### src/rtl/ctrl_pkg.sv
`default_nettype none
// ============================================================================
//  Package     : ctrl_pkg
//  Description : Shared types and constants for the fetch/execute controller:
//                FSM state enum, instruction opcodes and ALU opcodes.
//  Revision    : 1.0 - initial release
// ============================================================================
package ctrl_pkg;

  // Controller states, encoded in the order the datapath sequence visits them.
  typedef enum logic [2:0] {
    ST_IDLE   = 3'd0,
    ST_FETCH  = 3'd1,
    ST_FWAIT  = 3'd2,
    ST_DECODE = 3'd3,
    ST_EXEC   = 3'd4,
    ST_EWAIT  = 3'd5,
    ST_WB     = 3'd6,
    ST_HALT   = 3'd7
  } state_t;

  // Instruction opcodes (instr[15:12]).
  localparam logic [3:0] c_OP_LOAD     = 4'h1;
  localparam logic [3:0] c_OP_STORE    = 4'h2;
  localparam logic [3:0] c_OP_ADD      = 4'h3;
  localparam logic [3:0] c_OP_SUB      = 4'h4;
  localparam logic [3:0] c_OP_HALT     = 4'h7;
  localparam logic [3:0] c_OP_SKIPCOND = 4'h8;
  localparam logic [3:0] c_OP_JUMP     = 4'h9;
  localparam logic [3:0] c_OP_CLEAR    = 4'hA;

  // ALU opcodes driven onto alu_op.
  localparam logic [3:0] c_ALU_ADD = 4'b0000;
  localparam logic [3:0] c_ALU_SUB = 4'b0001;

  // Opcodes that need an operand memory access after EXEC.
  function automatic logic is_mem_op(input logic [3:0] op);
    return (op == c_OP_LOAD) || (op == c_OP_STORE) ||
           (op == c_OP_ADD)  || (op == c_OP_SUB);
  endfunction

endpackage
`default_nettype wire

### src/rtl/mem_wait_timer.sv
`default_nettype none
// ============================================================================
//  Module      : mem_wait_timer
//  Description : 3-bit down-counter that times main-memory read latency.
//                load reloads MEM_LAT-1, count decrements and stops at zero
//                (no wrap), done flags the final wait cycle.
//  Revision    : 1.0 - initial release
// ============================================================================
module mem_wait_timer #(
  parameter int MEM_LAT = 1  // legal 1..7
) (
  input  logic clk,
  input  logic reset,
  input  logic load,
  input  logic count,
  output logic done
);

  localparam logic [2:0] c_RELOAD = 3'(MEM_LAT - 1);

  logic [2:0] r_cnt;

  // Reload on wait-state entry, then count down and hold at zero.
  always_ff @(posedge clk or posedge reset) begin
    if (reset) begin
      r_cnt <= 3'd0;
    end else if (load) begin
      r_cnt <= c_RELOAD;
    end else if (count && (r_cnt != 3'd0)) begin
      r_cnt <= r_cnt - 3'd1;
    end
  end

  assign done = (r_cnt == 3'd0);

endmodule
`default_nettype wire

### src/rtl/fetch_exec_ctrl.sv
`default_nettype none
// ============================================================================
//  Module      : fetch_exec_ctrl
//  Description : Fetch/decode/execute control FSM for a simple accumulator
//                machine. Produces datapath strobes for MAR/MBR/IR/PC/ACC and
//                memory write, with a configurable memory read latency.
//  Options     : CTRL_SKIPCOND_EN - when defined, opcode 0x8 is SKIPCOND
//                (conditional PC increment on accumulator flags); otherwise
//                0x8 is a NOP and acc_neg/acc_zero are ignored.
//  Revision    : 1.0 - initial release
// ============================================================================
module fetch_exec_ctrl
  import ctrl_pkg::*;
#(
  parameter int MEM_LAT = 1  // main-memory read latency, legal 1..7
) (
  input  logic        clk,
  input  logic        reset,
  input  logic        run,
  input  logic [15:0] instr,
  input  logic        acc_neg,
  input  logic        acc_zero,
  output logic        mar_load,
  output logic        mar_sel,
  output logic        mbr_load,
  output logic        ir_load,
  output logic        pc_inc,
  output logic        pc_load,
  output logic        acc_load,
  output logic        acc_clr,
  output logic        mem_we,
  output logic [3:0]  alu_op,
  output logic        busy,
  output logic        halted,
  output logic [2:0]  state
);

  state_t     r_state;
  state_t     w_next;
  logic [3:0] r_op;
  logic       w_tmr_load;
  logic       w_tmr_count;
  logic       w_tmr_done;
  logic       w_skip;

  mem_wait_timer #(
    .MEM_LAT (MEM_LAT)
  ) u_wait (
    .clk   (clk),
    .reset (reset),
    .load  (w_tmr_load),
    .count (w_tmr_count),
    .done  (w_tmr_done)
  );

`ifdef CTRL_SKIPCOND_EN
  // Skip condition selected by instr[11:10]; 11 never skips.
  always_comb begin
    w_skip = 1'b0;
    case (instr[11:10])
      2'b00:   w_skip = acc_neg;
      2'b01:   w_skip = acc_zero;
      2'b10:   w_skip = !acc_neg && !acc_zero;
      default: w_skip = 1'b0;
    endcase
  end

  logic w_unused_operand;
  assign w_unused_operand = &{1'b0, instr[9:0]};
`else
  assign w_skip = 1'b0;

  // Operand address and accumulator flags are only consumed by the datapath.
  logic w_unused_inputs;
  assign w_unused_inputs = &{1'b0, instr[11:0], acc_neg, acc_zero};
`endif

  // State register; reset returns to IDLE from anywhere, mid-instruction too.
  always_ff @(posedge clk or posedge reset) begin
    if (reset) begin
      r_state <= ST_IDLE;
    end else begin
      r_state <= w_next;
    end
  end

  // Remember the executing opcode so EWAIT/WB do not depend on IR stability.
  always_ff @(posedge clk or posedge reset) begin
    if (reset) begin
      r_op <= 4'h0;
    end else if (r_state == ST_EXEC) begin
      r_op <= instr[15:12];
    end
  end

  // Next-state and Moore/Mealy strobe decode; every output defaults low.
  always_comb begin
    w_next      = r_state;
    mar_load    = 1'b0;
    mar_sel     = 1'b0;
    mbr_load    = 1'b0;
    ir_load     = 1'b0;
    pc_inc      = 1'b0;
    pc_load     = 1'b0;
    acc_load    = 1'b0;
    acc_clr     = 1'b0;
    mem_we      = 1'b0;
    alu_op      = c_ALU_ADD;
    busy        = 1'b1;
    halted      = 1'b0;
    w_tmr_load  = 1'b0;
    w_tmr_count = 1'b0;

    case (r_state)
      ST_IDLE: begin
        busy = 1'b0;
        if (run) w_next = ST_FETCH;
      end

      ST_FETCH: begin
        mar_load   = 1'b1;
        w_tmr_load = 1'b1;
        w_next     = ST_FWAIT;
      end

      ST_FWAIT: begin
        if (w_tmr_done) begin
          mbr_load = 1'b1;
          w_next   = ST_DECODE;
        end else begin
          w_tmr_count = 1'b1;
        end
      end

      ST_DECODE: begin
        ir_load = 1'b1;
        pc_inc  = 1'b1;
        w_next  = ST_EXEC;
      end

      ST_EXEC: begin
        w_next = ST_FETCH;
        if (is_mem_op(instr[15:12])) begin
          mar_sel    = 1'b1;
          mar_load   = 1'b1;
          w_tmr_load = 1'b1;
          w_next     = ST_EWAIT;
        end else begin
          case (instr[15:12])
            c_OP_HALT:     w_next  = ST_HALT;
            c_OP_JUMP:     pc_load = 1'b1;
            c_OP_CLEAR:    acc_clr = 1'b1;
            c_OP_SKIPCOND: pc_inc  = w_skip;
            default:       ;
          endcase
        end
      end

      ST_EWAIT: begin
        if (r_op == c_OP_STORE) begin
          mem_we = 1'b1;
          w_next = ST_FETCH;
        end else if (w_tmr_done) begin
          mbr_load = 1'b1;
          w_next   = ST_WB;
        end else begin
          w_tmr_count = 1'b1;
        end
      end

      ST_WB: begin
        acc_load = 1'b1;
        // LOAD clears the accumulator input so the add yields ACC = 0 + MBR.
        if (r_op == c_OP_LOAD) acc_clr = 1'b1;
        if (r_op == c_OP_SUB)  alu_op  = c_ALU_SUB;
        w_next = ST_FETCH;
      end

      ST_HALT: begin
        busy   = 1'b0;
        halted = 1'b1;
      end

      default: begin
        busy   = 1'b0;
        w_next = ST_IDLE;
      end
    endcase
  end

  assign state = r_state;

endmodule
`default_nettype wire

### config.mk
export PLATFORM = sky130hd
export DESIGN_NAME = fetch_exec_ctrl
export DESIGN_NICKNAME = d
export VERILOG_FILES = /design/src/rtl/ctrl_pkg.sv /design/src/rtl/mem_wait_timer.sv /design/src/rtl/fetch_exec_ctrl.sv
export SDC_FILE = /design/constraint.sdc
export NUM_CORES = 1
export LEC_CHECK = 0
export CORE_AREA = 2 2 39 41
export CTS_BUF_LIST = sky130_fd_sc_hd__clkbuf_4 sky130_fd_sc_hd__clkbuf_8
export DETAILED_ROUTE_END_ITERATION = 10
export DIE_AREA = 0 0 41 43
export DONT_BUFFER_PORTS = 1
export PLACE_DENSITY = 0.75
export RECOVER_POWER = 100
export SYNTH_ARGS = -nofsm -noshare
export SYNTH_HDL_FRONTEND = slang
export SYNTH_SLANG_ARGS = --single-unit
### constraint.sdc
create_clock -name clk -period 1.6 [get_ports clk]
set_input_delay 0.32 -clock clk [delete_from_list [all_inputs] [get_ports clk]]
set_output_delay 0.32 -clock clk [all_outputs]
set_load 0.01 [all_outputs]
==> impl_metrics.toml <==
[cells_and_area]
syn_to_final_growth_pct = 35.6
drive_gt1_share_pct = 46.8
multi_input_area_um2 = 531
layout.nets = 135
antenna_cells = 0
regArea_um2 = 251
n_fill_cell = 102
utilization_pct = 77.8

[place]
port_buffers = 0
dpl_worst_slack_ps = 51.3
gp_congestion = 0.736
hpwl_um = 1210

[clock_network]
cts_tree = "done"
h-tree-depth = 1
clk_path_buf_depth = 2
cts_root_buf = "clkbuf_4"
cts.sinks = 10
numCtsBuffers = 3
insertion_delay_ps = 260
clkTransAtPathRegs_ps = 70

[floorplanning]
die_width_um = 41
num_rows = 14
num_io_pins = 39
chipHeight_um = 43
core_area_mm2 = 0.00138
die_area_mm2 = 0.00176
initial_core_util_pct = 57.4

[global_routing]
grt_first_pass_wirelength_um = 2780
grt_pass1_vias = 653
gr-usage-all-layers_pct = 23.6
grt_max_degree = 11
grt_overflow = 0
antenna_found_initial = 0

[setup_path]
arrival_ps = 1470
crit_fanout = 3
path_class = "reg -> out"
endpoint_kind = "primary output"
cp.required_ps = 1280
cp-start-kind = "flop"

[detailed_routing]
routed_wl_um = 1730
vias_per_cell = 5.28
vias = 671
drt-initial-drc-count = 3
drc = 0
avgRoutedWirePerCell_um = 13.6
ant_nets = 0
dr.pass1.iters = 4

[logic_synthesis]
postSynthRegisterBits = 10
avgSynthCellArea_um2 = 9.35
yosys_warnings = 0
synth_sequential_area_ratio_pct = 31.5
synth_ff_type = "dfrtp_1"
netlist_area_um2 = 795
async_flop_share_pct = 100
synthCells = 85
synth_top_area_cell = "dfrtp_1"
netlist_top_cells_area = "dfrtp_1, buf_4, mux2_2"
synth_cell_types = 40
synth_edf_count = 0
synth_top_area_share_pct = 31.5

[timing]
setup_tns_ps = -1100
hold_slack_ps = 172
fmax_mhz = 559
slew_violations = 0
finalCritPeriodShare_pct = 112
skew_ps = 2.21
period_minus_slack_ps = 1790
finalHoldViolCount = 0
rsz0062_at_grt = "true"
setup_viol_count_final = 10
final.setup.worst_slack_ps = -190

[pwr]
p_comb_share_pct = 61.9
p_seq_share_pct = 25.5
p_int_mw = 1.10
fin_total_pwr_mw = 1.85
p_leak_nw = 0.493
power_density_mw_per_mm2 = 1720
ir_worst_vdd_v = 0.00126
p_switching_mw = 0.753
swShare_pct = 40.6
p_clk_share_pct = 12.7

[worst_hold_path]
min_path_type = "in -> reg"

[job]
maxCapViolations = 0

[outcome]
status = "complete, but fails checks"
failed_checks = "negative setup slack"
[sequential cells by signal, indices dropped and copies added, names as in the netlist]
register,count
u_wait.r_cnt,3
r_op,4
state,3
[synth_stat cells (2+ instances only)]
cell / number
a21oi_1: 3
o211ai_1: 3
dfrtp_1: 10
nand2_1: 3
buf_2: 2
nand4b_1: 2
inv_1: 7
mux2_2: 3
mux2i_1: 2
nand2b_1: 3
o21ai_0: 4
ha_1: 2
nand3b_1: 2
buf_4: 5
nor2_1: 7
nor3b_1: 3
[power groups by stage]
stage / logic (mW) / registers (mW) / clock network [mW]
6_report: 1.15 / 0.471 / 0.234
4_1_cts: 1.07 / 0.473 / 0.243
5_1_grt: 1.24 / 0.490 / 0.261
3_3_place_gp: 0.838 / 0.474 / 0
2_1_floorplan: 0.657 / 0.448 / 0
3_5_place_dp: 0.858 / 0.482 / 0
[worst paths after layout]
check | start | endpoint | slack [ps] | cells past startpoint
hold reg to reg | u_wait.r_cnt[0] | u_wait.r_cnt[0] | 500 | 1
hold / removal | instr[12] | r_op[0] | 170 | 2
setup / recovery | state[0] | acc_clr | -190 | 5
setup reg to reg | state[0] | u_wait.r_cnt[1] | -10 | 8
max in group asynchronous | reset | state[1] | 810 | 2
min in group asynchronous | reset | r_op[0] | 480 | 2
[worst max-delay path, stage by stage, from the launching register on]
cell and delay [ps]:
dfrtp_1 400, and2b_1 230, and2_4 170, nand2_4 50, o32ai_2 200, buf_4 160
[cells in the final DEF (no fill, tap or decap), drive strengths merged, types with 3 or more instances in the layout]
| master | count |
|---|---|
| buf | 26 |
| nor3b | 4 |
| o211ai | 3 |
| o21ai | 4 |
| nor2 | 7 |
| nand2 | 4 |
| mux2 | 3 |
| dfrtp | 10 |
| a21oi | 4 |
| conb | 3 |
| nand2b | 3 |
| clkbuf | 5 |
| inv | 7 |
[kinds of logic after synthesis]
group | Yosys count | synth area share [%]
fa+ha+maj | 2 | 3.15
buf+inv | 15 | 10.7
xor+xnor | 2 | 2.21
simple gates | 32 | 27.2
flops | 10 | 31.5
other cells | 1 | 0.472
compound gates | 18 | 18.0
mux | 5 | 6.77
[timing repair]
| item | in CTS | in global routing |
|---|---|---|
| hold buffers | 1 | 0 |
| hold endpoints to repair | 10 | 0 |
| endpoints found under the setup margin | 10 | 9 |
| setup buffers | 9 | 3 |
| gates resized for setup | 13 | 4 |
| pin swaps | 7 | 5 |
[metal layers]
layer	track usage (%)	part of all wire, %	vias to the layer above
met1	27.8	40	310
li1	-	-	344
met5	0	0	-
met3	3.14	3.9	2
met4	12.0	0.87	0
met2	39.1	55	15
[per-stage QoR]
stage / area, um2 / instances
final: 1080 / 127
after global routing: 1080 / 127
after CTS: 1040 / 124
after detailed placement: 881 / 110
after global placement: 881 / 110
after floorplan: 807 / 87
[cell type report]
| cell class | instances | share of cell area, % |
|---|---|---|
| inverter | 7 | 2.44 |
| tap | 16 | 1.86 |
| clock buffer | 4 | 3.37 |
| timing repair buffer | 28 | 19.7 |
| multi-input combinational | 62 | 49.2 |
| sequential | 10 | 23.3 |
(Power assumes the default switching activity.)
